<file path="config.mk">
export PLATFORM = sky130hd
export DESIGN_NAME = mips_cpu_writeback
export DESIGN_NICKNAME = d
export VERILOG_FILES = /design/src/rtl/mips_cpu_writeback.sv
export SDC_FILE = /design/constraint.sdc
export NUM_CORES = 1
export LEC_CHECK = 0
export ABC_AREA = 1
export BUFFER_PORTS_ARGS = -buffer_cell sky130_fd_sc_hd__buf_4
export CAP_MARGIN = 20
export CORE_MARGIN = 2
export CORE_UTILIZATION = 58
export CTS_CLUSTER_DIAMETER = 80
export DETAILED_ROUTE_END_ITERATION = 6
export PLACE_DENSITY = 0.95
export SYNTH_ARGS = -nofsm -noshare
export SYNTH_HDL_FRONTEND = slang
export SYNTH_SLANG_ARGS = --single-unit
</file>
<file path="constraint.sdc">
create_clock -name clk -period 2.3 [get_ports clk]
set_input_delay 0.345 -clock clk [delete_from_list [all_inputs] [get_ports clk]]
set_output_delay 0.345 -clock clk [all_outputs]
set_load 0.02 [all_outputs]
</file>
<file path="src/rtl/mips_cpu_writeback.sv">
// Writeback stage of the MIPS CPU.
// Accepts completed results from execute/memory, formats load data (byte/half
// extension and LWL/LWR merges), owns HI/LO, and is the only driver of the
// register file write port. Loads stall upstream until the Avalon-style bus
// drops waitrequest.
module mips_cpu_writeback (
    input  logic        clk,
    input  logic        reset,            // active-low, asynchronous assert
    input  logic        wb_valid,
    output logic        wb_ready,
    input  logic [2:0]  wb_kind,
    input  logic [4:0]  wb_dest,
    input  logic [31:0] wb_result,
    input  logic [31:0] wb_result_hi,
    input  logic [2:0]  wb_load_op,
    input  logic [1:0]  wb_byte_addr,
    input  logic [31:0] wb_old_rt,
    input  logic [31:0] mem_readdata,
    input  logic        mem_waitrequest,
    output logic [4:0]  a3,
    output logic [31:0] writedata,
    output logic        write_en,
    output logic [31:0] hi,
    output logic [31:0] lo
);

    // Result kinds presented by the execute/memory stage
    localparam logic [2:0] KindAlu  = 3'd0;
    localparam logic [2:0] KindLoad = 3'd1;
    localparam logic [2:0] KindHilo = 3'd2;
    localparam logic [2:0] KindMfhi = 3'd3;
    localparam logic [2:0] KindMflo = 3'd4;

    // Load operations
    localparam logic [2:0] OpLb  = 3'd0;
    localparam logic [2:0] OpLbu = 3'd1;
    localparam logic [2:0] OpLh  = 3'd2;
    localparam logic [2:0] OpLhu = 3'd3;
    localparam logic [2:0] OpLw  = 3'd4;
    localparam logic [2:0] OpLwl = 3'd5;
    localparam logic [2:0] OpLwr = 3'd6;

    typedef enum logic [0:0] {
        StIdle,
        StWaitMem
    } state_e;

    state_e      state_q, state_d;
    logic [4:0]  a3_q, a3_d;
    logic [31:0] writedata_q, writedata_d;
    logic        write_en_q, write_en_d;
    logic [31:0] hi_q, hi_d;
    logic [31:0] lo_q, lo_d;

    // Load context captured at the transfer edge, used when data returns
    logic [4:0]  ld_dest_q, ld_dest_d;
    logic [2:0]  ld_op_q, ld_op_d;
    logic [1:0]  ld_addr_q, ld_addr_d;
    logic [31:0] ld_old_q, ld_old_d;

    logic        xfer;
    logic [31:0] load_value;

    // Little-endian load formatting; o selects the byte lane
    function automatic logic [31:0] format_load(
        input logic [2:0]  op,
        input logic [1:0]  o,
        input logic [31:0] mem,
        input logic [31:0] old
    );
        logic [7:0]  b;
        logic [15:0] h;
        logic [4:0]  sh_l;
        logic [4:0]  sh_r;
        logic [31:0] res;
        b    = mem[{o, 3'b000} +: 8];
        h    = mem[{o[1], 4'b0000} +: 16];
        sh_l = {~o, 3'b000};   // 8*(3-o)
        sh_r = {o, 3'b000};    // 8*o
        unique case (op)
            OpLb:    res = {{24{b[7]}}, b};
            OpLbu:   res = {24'b0, b};
            OpLh:    res = {{16{h[15]}}, h};
            OpLhu:   res = {16'b0, h};
            OpLw:    res = mem;
            OpLwl:   res = (mem << sh_l) | (old & ~(32'hFFFF_FFFF << sh_l));
            OpLwr:   res = (mem >> sh_r) | (old & ~(32'hFFFF_FFFF >> sh_r));
            default: res = mem;
        endcase
        return res;
    endfunction

    assign wb_ready   = (state_q == StIdle);
    assign xfer       = wb_valid & wb_ready;
    assign load_value = format_load(ld_op_q, ld_addr_q, mem_readdata, ld_old_q);

    assign a3        = a3_q;
    assign writedata = writedata_q;
    assign write_en  = write_en_q;
    assign hi        = hi_q;
    assign lo        = lo_q;

    // Next-state: handshake, register-file write port, HI/LO and load context
    always_comb begin
        state_d     = state_q;
        a3_d        = a3_q;
        writedata_d = writedata_q;
        write_en_d  = 1'b0;
        hi_d        = hi_q;
        lo_d        = lo_q;
        ld_dest_d   = ld_dest_q;
        ld_op_d     = ld_op_q;
        ld_addr_d   = ld_addr_q;
        ld_old_d    = ld_old_q;

        unique case (state_q)
            StIdle: begin
                if (xfer) begin
                    case (wb_kind)
                        KindAlu: begin
                            a3_d        = wb_dest;
                            writedata_d = wb_result;
                            write_en_d  = (wb_dest != 5'd0);
                        end
                        KindMfhi: begin
                            a3_d        = wb_dest;
                            writedata_d = hi_q;
                            write_en_d  = (wb_dest != 5'd0);
                        end
                        KindMflo: begin
                            a3_d        = wb_dest;
                            writedata_d = lo_q;
                            write_en_d  = (wb_dest != 5'd0);
                        end
                        KindHilo: begin
                            hi_d = wb_result_hi;
                            lo_d = wb_result;
                        end
                        KindLoad: begin
                            ld_dest_d = wb_dest;
                            ld_op_d   = wb_load_op;
                            ld_addr_d = wb_byte_addr;
                            ld_old_d  = wb_old_rt;
                            state_d   = StWaitMem;
                        end
                        default: begin
                            // Reserved kinds are dropped
                        end
                    endcase
                end
            end
            StWaitMem: begin
                if (!mem_waitrequest) begin
                    a3_d        = ld_dest_q;
                    writedata_d = load_value;
                    write_en_d  = (ld_dest_q != 5'd0);
                    state_d     = StIdle;
                end
            end
            default: state_d = StIdle;
        endcase
    end

    // State registers; reset abandons any pending load
    always_ff @(posedge clk or negedge reset) begin
        if (!reset) begin
            state_q     <= StIdle;
            a3_q        <= 5'd0;
            writedata_q <= 32'd0;
            write_en_q  <= 1'b0;
            hi_q        <= 32'd0;
            lo_q        <= 32'd0;
            ld_dest_q   <= 5'd0;
            ld_op_q     <= 3'd0;
            ld_addr_q   <= 2'd0;
            ld_old_q    <= 32'd0;
        end else begin
            state_q     <= state_d;
            a3_q        <= a3_d;
            writedata_q <= writedata_d;
            write_en_q  <= write_en_d;
            hi_q        <= hi_d;
            lo_q        <= lo_d;
            ld_dest_q   <= ld_dest_d;
            ld_op_q     <= ld_op_d;
            ld_addr_q   <= ld_addr_d;
            ld_old_q    <= ld_old_d;
        end
    end

endmodule

</file>
==> qor.yml <==
timing:
  setup_violations: 0
  max_freq_ghz: 0.476
  rsz0062_at_grt: "false"
  tightestPinTransition_ns: 0.704
  fin_crit_sh: 0.913
  whs_ns: 0.134
  hold_viol_final: 0
  min_period_ns: 2.10
  clock_skew_ns: 0.0102
  slew_headroom: 0.530
  drv_slew: 0
  setup_tns_ns: 0
yosys:
  muxShareOfSynthArea: 0.112
  syn-cell-area_um2: 9050
  synth_largest_area_cell: "dfrtp_1"
  synthTopCellsByArea: "dfrtp_1, nand2_1, mux2_4"
  yosys_warnings: 0
  ys_ff_latch: 145
  synthAdderAreaFrac: 0
  synth.distinct_cells: 32
  synth_top_area_share: 0.401
  ys_seq_area_frac: 0.401
  synth_fp_nets: 1329
  avgSynthCellArea_um2: 7.64
  synth-xor-area-share: 0
  yosys.area_share.simple: 0.277
  synth_compound_area_frac: 0.125
  synth_top_family_by_area: "simple AND/OR/NAND/NOR gates"
  synthCells: 1184
grt:
  grtUsageTotal: 0.390
  global_route.usage.met2: 0.627
  use_met1: 0.500
  grt_pass1_wl_um: 49400
  grt_max_degree: 64
  grt-ovfl-total: 0
  antenna_found_initial: 0
  grt_pass1_vias: 9238
  gr-usage-met3: 0.0811
  busiest_layer: "met2"
floorplanning:
  start_util: 0.595
  row_count: 45
  die_w_um: 129
  die-area_um2: 16600
  fp.coreArea_um2: 15200
  chipHeight_um: 129
  pin_count: 248
clocking:
  post_cts_buffers: 0
  cts-root-buf: "clkbuf_16"
  clkTransAtPathRegs_ns: 0.06
  tritoncts: "done"
  cts_buffer_depth: 2
  cts_resized: 0
  clk-insertion-delay-late_ns: 0.44
  htree_levels: 4
  postCtsHoldBufs: 1
  cts-buffers-inserted: 17
  clkSinkCount: 145
power_and_ir_drop:
  ir_drop_uv: 591
  power.density_nw_per_um2: 937
  leakagePower_nw: 6.15
worst_setup_path:
  required_ns: 1.96
  regToRegEndpoint: "writedata[5]"
  rr_worst_depth: 7
  r2r_slack_ns: 0.33
  worstSetupPathType: "flop to primary output"
  end_kind: "primary output"
  r2r-start: "ld_op_q[0]"
  critPathMaxFanout: 32
  crit_path_start_kind: "flop"
  crit_arrival_ns: 1.76
routing:
  drc_errors: 0
  dr_total_vias: 9670
  drt_iter0_drc: 1141
  dr.pass1.iters: 6
  viasPerCell: 6.01
  ant_nets: 0
  wl_per_cell_um: 19.9
  drt_wl_total_um: 32000
final_layout:
  fillers: 1114
  drive_above_1_share: 0.287
  diodes: 0
  synthToLayoutAreaGrowth_pct: 28.1
  nets: 1554
placed_design:
  io_buffers: 247
  gp_congestion: 1.08
  hpwl_um: 23100
run:
  drv_cap: 0
worst_hold_path:
  min_path_cells: 2
  hold_path.class: "primary input to flop"
  hold_path_end: "hi[7]"
  hold_start: "wb_result_hi[7]"
run_status:
  outcome: "finished clean"
critical path, stage by stage, from the launching register on:
cell	delay, ns
dfrtp_1	0.54
inv_2	0.20
buf_4	0.36
buf_4	0.21
per-layer routing:
| metal | up-vias | wire length [um] |
|---|---|---|
| met1 | 4574 | 11900 |
| met5 | - | 0 |
| met4 | 0 | 1690 |
| met2 | 647 | 15100 |
| met3 | 121 | 3280 |
| li1 | 4328 | - |
layout by cell type, fill, tap and decap left out, types with 2 or more instances in the layout:
cell,n
inv_2,10
o21ai_1,17
o211ai_1,11
o21ai_0,36
mux2_2,18
nand2_4,3
nand2_1,312
nand3b_1,8
buf_4,271
inv_1,86
a21oi_1,142
nand3_2,3
clkbuf_16,17
mux2_4,54
buf_12,4
o21bai_1,7
nand3_1,130
dfrtp_1,144
nor2_1,114
clkinv_4,3
inv_6,3
nor2_2,5
nor3_1,3
clkinvlp_4,4
bufinv_16,2
synthesized netlist by cell type (all sizes together):
cell	n
inv	96
clkbuf	13
nand3	134
nand2	316
nor2	121
nor3	3
dfrtp	145
buf	58
clkinv	1
a21oi	143
o21bai	7
o211ai	11
nand3b	9
o21ai	54
nand4	1
mux2	72
logic make-up (layout without fill, tap and decap cells):
group | count (synthesis) | in the layout
AO/OA/AOI/OAI | 215 | 215
flip-flops | 145 | 145
AND/OR/NAND/NOR | 584 | 584
multiplexers | 72 | 72
buffers and inverters | 168 | 405
where the power goes:
part	internal [mW]	switching, mW
Sequential	3.17	0.562
Combinational	1.79	2.58
Clock	1.61	1.16
registers in the layout, summed over array words and instances, names as in the netlist:
| signal | count |
|---|---|
| hi | 32 |
| ld_old_q | 32 |
| lo | 32 |
| writedata | 32 |
| a3 | 5 |
| ld_dest_q | 5 |
| ld_op_q | 3 |
| ld_addr_q | 2 |
| state_q | 1 |
| write_en | 1 |
worst max path at each step:
stage	slack, ns	cells after the start	end	from
after floorplan	0.79	4	wb_ready	state_q
after global placement	0.39	10	writedata[12]	wb_kind[0]
after detailed placement	0.38	10	writedata[7]	wb_kind[0]
after CTS	0.25	3	wb_ready	state_q
after global routing	0.15	3	wb_ready	state_q
final	0.20	3	wb_ready	state_q
layout make-up:
cell class	instances	area, um^2	share of cell area
timing repair buffer	277	2140	0.184
clock buffer	18	429	0.0370
tap	188	235	0.0203
clock inverter	13	154	0.0133
inverter	97	364	0.0314
multi-input combinational	871	4650	0.401
sequential	145	3630	0.313
stage by stage:
stage	worst slack (ns)	cells	power (mW)	util	instance area, um^2
after floorplan	0.790	1184	6.23	-	9050
after global placement	0.388	1577	7.87	0.724	11000
after detailed placement	0.377	1577	7.99	0.724	11000
after CTS	0.246	1609	10.8	0.763	11600
after global routing	0.148	1609	11.4	0.763	11600
final	0.200	1609	10.9	0.763	11600
Power figures use the tool's default switching activity.
